--- config.mk ---
export PLATFORM = sky130hd
export DESIGN_NAME = modbus_rtu_rx_frame
export DESIGN_NICKNAME = d
export VERILOG_FILES = /design/src/rtl/modbus_rtu_rx_frame.sv
export SDC_FILE = /design/constraint.sdc
export NUM_CORES = 2
export LEC_CHECK = 0
export ABC_AREA = 0
export CELL_PAD_IN_SITES_DETAIL_PLACEMENT = 1
export CELL_PAD_IN_SITES_GLOBAL_PLACEMENT = 2
export CORE_ASPECT_RATIO = 1.25
export CORE_MARGIN = 8
export CORE_UTILIZATION = 54
export CTS_CLUSTER_SIZE = 12
export DETAILED_ROUTE_END_ITERATION = 6
export GPL_ROUTABILITY_DRIVEN = 0
export PLACE_DENSITY_LB_ADDON = 0.25
export SKIP_CTS_REPAIR_TIMING = 1
export SYNTH_ARGS = -nofsm -noshare
export SYNTH_HDL_FRONTEND = slang
export SYNTH_SLANG_ARGS = --single-unit
--- constraint.sdc ---
create_clock -name clk -period 9.4 [get_ports clk]
set_input_delay 1.88 -clock clk [delete_from_list [all_inputs] [get_ports clk]]
set_output_delay 1.88 -clock clk [all_outputs]
set_load 0.01 [all_outputs]
--- src/rtl/modbus_rtu_rx_frame.sv ---
// Modbus RTU frame receiver: T3.5 silence delimiting, CRC-16 and address check, buffered read port.
// Optional inter-character gap rejection is enabled by defining MODBUS_RTU_RX_T15_EN.
module modbus_rtu_rx_frame #(
  parameter int unsigned MAX_LEN    = 256,
  parameter int unsigned T35_CYCLES = 1750,
  parameter int unsigned T15_CYCLES = 750
) (
  input  logic       clk,
  input  logic       rst_n,
  input  logic [7:0] my_addr,
  input  logic [7:0] rx_data,
  input  logic       rx_valid,
  input  logic       rx_err,
  output logic       frame_ready,
  output logic [8:0] frame_len,
  input  logic [7:0] rd_addr,
  output logic [7:0] rd_data,
  input  logic       frame_ack,
  output logic       frame_bad,
  output logic [1:0] err_code
);

  localparam int unsigned SW = $clog2(T35_CYCLES + 1);
  localparam int unsigned AW = (MAX_LEN > 1) ? $clog2(MAX_LEN) : 1;
  localparam logic [SW-1:0] T35 = SW'(T35_CYCLES);
  localparam logic [SW-1:0] T15 = SW'(T15_CYCLES);
  localparam logic [8:0] LEN_MAX = 9'(MAX_LEN);
  localparam logic [8:0] LEN_SAT = 9'(MAX_LEN + 1);

`ifdef MODBUS_RTU_RX_T15_EN
  localparam bit GapEn = 1'b1;
`else
  localparam bit GapEn = 1'b0;
`endif

  typedef enum logic [1:0] {StInit, StIdle, StRecv, StCheck} state_e;

  function automatic logic [15:0] crc16_byte(input logic [15:0] crc, input logic [7:0] data);
    logic [15:0] c;
    c = crc ^ {8'h00, data};
    for (int i = 0; i < 8; i++) begin
      c = c[0] ? ((c >> 1) ^ 16'hA001) : (c >> 1);
    end
    return c;
  endfunction

  state_e        state_q, state_d;
  logic [SW-1:0] sil_q, sil_d;
  logic [15:0]   crc_q, crc_d;
  logic [8:0]    count_q, count_d;
  logic [7:0]    addr_q, addr_d;
  logic          err_q, err_d;
  logic          ovf_q, ovf_d;
  logic          busy_q, busy_d;
  logic          gap_q, gap_d;
  logic          frame_ready_q, frame_ready_d;
  logic [8:0]    frame_len_q, frame_len_d;
  logic          frame_bad_q, frame_bad_d;
  logic [1:0]    err_code_q, err_code_d;
  logic [7:0]    rd_data_q;
  logic          wr_en;
  logic          expiry;

  logic [7:0] frame_mem [MAX_LEN];

  // A byte or error in the saturated cycle wins over ending the frame.
  assign expiry = (sil_q == T35) && !rx_valid && !rx_err;

  always_comb begin
    state_d       = state_q;
    sil_d         = sil_q;
    crc_d         = crc_q;
    count_d       = count_q;
    addr_d        = addr_q;
    err_d         = err_q;
    ovf_d         = ovf_q;
    busy_d        = busy_q;
    gap_d         = gap_q;
    frame_ready_d = frame_ready_q;
    frame_len_d   = frame_len_q;
    frame_bad_d   = 1'b0;
    err_code_d    = err_code_q;
    wr_en         = 1'b0;

    if (rx_valid || rx_err) begin
      sil_d = '0;
    end else if (sil_q != T35) begin
      sil_d = sil_q + 1'b1;
    end

    if (frame_ready_q && frame_ack) begin
      frame_ready_d = 1'b0;
    end

    unique case (state_q)
      StInit: begin
        if (expiry) state_d = StIdle;
      end

      StIdle: begin
        if (rx_valid) begin
          state_d = StRecv;
          count_d = 9'd1;
          crc_d   = crc16_byte(16'hFFFF, rx_data);
          addr_d  = rx_data;
          wr_en   = !frame_ready_q;
          busy_d  = frame_ready_q;
          err_d   = rx_err;
        end else if (rx_err) begin
          state_d = StRecv;
          err_d   = 1'b1;
        end
      end

      StRecv: begin
        if (rx_valid) begin
          if (count_q < LEN_MAX) begin
            wr_en = !frame_ready_q;
          end else begin
            ovf_d = 1'b1;
          end
          if (frame_ready_q) busy_d = 1'b1;
          if (count_q != LEN_SAT) count_d = count_q + 9'd1;
          crc_d = crc16_byte(crc_q, rx_data);
          if (GapEn && (sil_q > T15) && (sil_q < T35)) gap_d = 1'b1;
        end
        if (rx_err) err_d = 1'b1;
        if (expiry) state_d = StCheck;
      end

      StCheck: begin
        if (frame_ready_q || busy_q || err_q || ovf_q) begin
          frame_bad_d = 1'b1;
          err_code_d  = 2'd2;
        end else if (count_q < 9'd4) begin
          frame_bad_d = 1'b1;
          err_code_d  = 2'd1;
        end else if (gap_q) begin
          frame_bad_d = 1'b1;
          err_code_d  = 2'd3;
        end else if (crc_q != 16'h0000) begin
          frame_bad_d = 1'b1;
          err_code_d  = 2'd0;
        end else if ((addr_q == my_addr) || (addr_q == 8'h00)) begin
          frame_ready_d = 1'b1;
          frame_len_d   = count_q - 9'd2;
        end
        crc_d   = 16'hFFFF;
        count_d = '0;
        err_d   = 1'b0;
        ovf_d   = 1'b0;
        busy_d  = 1'b0;
        gap_d   = 1'b0;
        state_d = StIdle;
      end

      default: state_d = StInit;
    endcase
  end

  always_ff @(posedge clk) begin
    if (!rst_n) begin
      state_q       <= StInit;
      sil_q         <= '0;
      crc_q         <= 16'hFFFF;
      count_q       <= '0;
      addr_q        <= '0;
      err_q         <= 1'b0;
      ovf_q         <= 1'b0;
      busy_q        <= 1'b0;
      gap_q         <= 1'b0;
      frame_ready_q <= 1'b0;
      frame_len_q   <= '0;
      frame_bad_q   <= 1'b0;
      err_code_q    <= '0;
      rd_data_q     <= '0;
    end else begin
      state_q       <= state_d;
      sil_q         <= sil_d;
      crc_q         <= crc_d;
      count_q       <= count_d;
      addr_q        <= addr_d;
      err_q         <= err_d;
      ovf_q         <= ovf_d;
      busy_q        <= busy_d;
      gap_q         <= gap_d;
      frame_ready_q <= frame_ready_d;
      frame_len_q   <= frame_len_d;
      frame_bad_q   <= frame_bad_d;
      err_code_q    <= err_code_d;
      rd_data_q     <= (32'(rd_addr) < MAX_LEN) ? frame_mem[rd_addr[AW-1:0]] : 8'h00;
    end
  end

  // Buffer storage carries no reset; contents are only meaningful while frame_ready is high.
  always_ff @(posedge clk) begin
    if (rst_n && wr_en) begin
      frame_mem[count_q[AW-1:0]] <= rx_data;
    end
  end

  assign frame_ready = frame_ready_q;
  assign frame_len   = frame_len_q;
  assign frame_bad   = frame_bad_q;
  assign err_code    = err_code_q;
  assign rd_data     = rd_data_q;

endmodule

==> results.txt <==
- Before antenna repair, the detailed router went through 7 iterations.
- Syn avg cell area: 19.3 um2
* DIE HEIGHT: about 460 um
- Number of enable-type register cells in the synthesized netlist: 2,048
* Initial core utilization: 54.2%
- FF-to-FF setup slack: between 4 and 5 ns
- Met1 track utilization from global routing: between 30 and 40%
* Worst hold path endpoint: err_code[0]
- Buffers inserted during clock tree synthesis total 204.
- At the later pin of the worst-skew pair, clock insertion delay measures 0.85 ns.
- Mean number of vias per cell: between 6 and 7
- Fraction of final layout cells sized beyond drive strength 1: 16.9%
- Setup violations, final: 0
- The analysis attributes to cell leakage a power of 28.5 nW.
* Layout-stage area growth over the synthesis result: 9.90%
- Buffer depth of the longest clock path: 3
- The clock drives 2,118 sinks.
* Worst Setup Start Kind: primary input
- Relative slew slack: 11.9%
- The worst hold path passes through 2 cells.
* Maximum vdd ir drop: approximately 0.21 mV
* Number of warning messages in the yosys log: 0
- The die is 367 um wide.
* Detailed placement HPWL: 148 mm
- Number of cells on the worst reg-to-reg path: 7
- Largest fanout of any net on the critical path: 22
* Kind of path behind the tightest hold check: reg2reg
* Number of endpoints with negative hold slack in the final report: 0
* Hold path startpoint: err_code[0]
* Fraction of met2 tracks used by global routing: 46.8%
- For the final database, setup skew stands at 0.0310 ns.
- Clock input transition at the sequential cells of the worst setup and hold paths: ~0.060 ns
- Library cell contributing the largest single delay on the critical path: sky130_fd_sc_hd__clkdlybuf4s50_1
* I/O Buffers: 49
- Overall die area: 167,000 um2
- The core region is 154,000 um2.
- Total I/O pin count: 50
- The detail route stage leaves a number of antenna-violating nets equal to 0.
- Commonest cells after routing, fill and taps aside: sky130_fd_sc_hd__edfxtp_1 (2,048), sky130_fd_sc_hd__nor2_1 (385), sky130_fd_sc_hd__mux4_2 (374)
* Data required time of the worst path: between 9 and 10 ns
- Antenna violations before repair: 8
- The via count of the first global-routing pass was 45,600.
- Worst setup EP type: flip-flop
- Entering global routing, the biggest net connects 168 pins.
- The flow ran to the end, and the final reports show no timing, DRC or antenna violations.
- Seq cells post-synth: ~2,100
* Top delay family on crit path: simple AND/OR/NAND/NOR gates
- Fin crit share: a little under two thirds
- Setup repair after global routing missed its margin: no
- Max-Cap Viols: 0
- Static timing analysis puts the maximum clock frequency at about 0.17 GHz.
* Detailed-route wire length per cell: 36.0 um
* Depth of the critical timing path with buffers and inverters included: 6
- For this run, asynchronously set or reset flops after synthesis account for 0%.
- Sequential cells were found to cover between 70% and 80% of the synthesized design area.
* Min Clock Period, post-route: 6.01 ns
* Final Max Tran Viols: 0
* TritonCTS clock tree: built
* Most frequent cell on the critical path: sky130_fd_sc_hd__nand2_1
- Setup Crit Path Kind: in2reg
- The total overflow left after global routing is 0.
* Netlist Area Pre-Place: roughly 83,000 um2
- Detailed routing inserted a total of approximately 43,000 vias.
* CP bufs+invs: 1
- At the pin with the least slew margin, the transition time is between 1 and 1.5 ns.
* Launch instance of the worst register-to-register path: state_q[0]
- Global Route Usage Sum: 28.0%
- Total nets after synthesis: 4,355
- Fin Setup TNS: 0 ns
- The endpoint identified for the worst register-to-register timing path is frame_mem[67][6].
- The signal on the critical path passes through clkdlybuf4s50_1 > nand2_1 > or4b_1 > nor3b_1 > nand2_1 > nor2_1.
- Most common cell after layout, fill and taps aside: sky130_fd_sc_hd__edfxtp_1
- Top flip-flop cell by instance count after synthesis: sky130_fd_sc_hd__edfxtp_1
* Power density over cell area: 205 nW/um2
- On the worst path, the slowest cell contributes a delay of 1.09 ns.
* H-tree depth reported by CTS: 4
- # nets final: 4,439
* Rows: 161
- Met3 Use GR: approximately 5%
- Summed over all layers, the routed wires come to around 240 mm.
* CP arrival: 6.48 ns
- Worst hold slack after final layout: 0.458 ns
- # fillers: 12,900
- The cell count after synthesis came out at 4,312.
* Most heavily used metal layer in global routing: met2
- Clk Tree Root Cell: sky130_fd_sc_hd__clkbuf_16
- After synthesis, the netlist uses 68 different library cells.
- First-pass GRT wire length: 337 mm
- Residual DRC: 0
* Detailed router's first-iteration violation count: 4,383
==> logic make-up after synthesis <==
| kind of cell | after synthesis | synth area share [%] |
|---|---|---|
| adder cells (fa/ha/maj) | 14 | 0.210 |
| AO/OA/AOI/OAI | 491 | 4.11 |
| buffers and inverters | 276 | 1.92 |
| AND/OR/NAND/NOR | 651 | 3.42 |
| multiplexers | 702 | 14.2 |
| XOR/XNOR | 60 | 0.680 |
| flip-flops | 2118 | 75.5 |
==> power breakdown <==
group / leakage [nW] / switching (mW) / internal (mW) / total [mW]
Combinational: 6.74 / 0.652 / 0.303 / 0.955
Clock: 2.84 / 3.35 / 4.14 / 7.49
Sequential: 19.0 / 0.00933 / 10.3 / 10.4
==> synth_stat cells, drive strengths merged, types with 16 or more instances <==
| library cell | number | area (um2) |
|---|---|---|
| a21oi | 87 | 435 |
| a22oi | 26 | 195 |
| and2 | 18 | 113 |
| buf | 135 | 1070 |
| clkbuf | 124 | 465 |
| dfxtp | 70 | 1400 |
| edfxtp | 2048 | 61500 |
| inv | 16 | 60.1 |
| mux2 | 27 | 304 |
| mux2i | 297 | 2970 |
| mux4 | 378 | 8530 |
| nand2 | 94 | 353 |
| nand2b | 17 | 106 |
| nand3 | 25 | 125 |
| nor2 | 387 | 1450 |
| nor3 | 43 | 215 |
| nor4 | 18 | 131 |
| o21ai | 59 | 295 |
| o221ai | 118 | 1030 |
| o22ai | 101 | 632 |
| xnor2 | 39 | 342 |
| xor2 | 18 | 158 |
==> worst register-to-register path: cells and delay by family (launching register included) <==
family	cells	cell delay (ns)
and+or+nand+nor	5	3.68
DFF	1	0.42
adders and majority gates	1	0.41
buffers and inverters	1	0.11
==> metal layers <==
| metal | share of wire (%) | wire, um |
|---|---|---|
| met1 | 38 | 89200 |
| met2 | 50 | 117000 |
| met3 | 7.5 | 17600 |
| met4 | 5.1 | 12100 |
| met5 | 0 | 0 |
==> final cells by class <==
class | instances | area [um2] | share of cell area, %
well taps | 2037 | 2550 | 2.78
diodes | 3 | 7.51 | 0.00820
repair buffers | 137 | 1300 | 1.42
clock buffers | 269 | 5460 | 5.97
clock inverters | 42 | 409 | 0.447
flip-flops and latches | 2118 | 62900 | 68.7
inverters | 17 | 67.6 | 0.0738
multi-input cells | 1918 | 18900 | 20.6
==> metrics by stage <==
| stage | util, % | power [mW] | std cells | setup slack, ns | area (um2) |
|---|---|---|---|---|---|
| 6_report | 59.6 | 18.8 | 6541 | 3.39 | 91600 |
| 3_3_place_gp | 55.7 | 11.5 | 6226 | 2.75 | 85700 |
| 4_1_cts | 59.6 | 18.9 | 6537 | 3.56 | 91600 |
| 3_5_place_dp | 55.7 | 11.5 | 6226 | 2.64 | 85700 |
| 2_1_floorplan | - | 11.1 | 4312 | 5.41 | 83300 |
| 5_1_grt | 59.6 | 19.2 | 6538 | 3.33 | 91600 |
==> flip-flops by register name, summed over array words and instances (netlist names), 2 cells and up <==
register,cells
rd_data,8
state_q,2
crc_q,16
sil_q,11
frame_len,9
err_code,2
frame_mem,2048
addr_q,8
count_q,9
==> worst max-delay path by stage <==
stage	from	to	slack, ns
finish	rst_n	frame_mem[67][6]	3.39
global route	rst_n	frame_mem[67][7]	3.33
CTS	rst_n	frame_mem[67][1]	3.56
detailed placement	rst_n	frame_mem[68][1]	2.64
global placement	rst_n	frame_mem[75][3]	2.75
floorplan	rst_n	frame_mem[79][0]	5.41
Power figures use the tool's default switching activity.
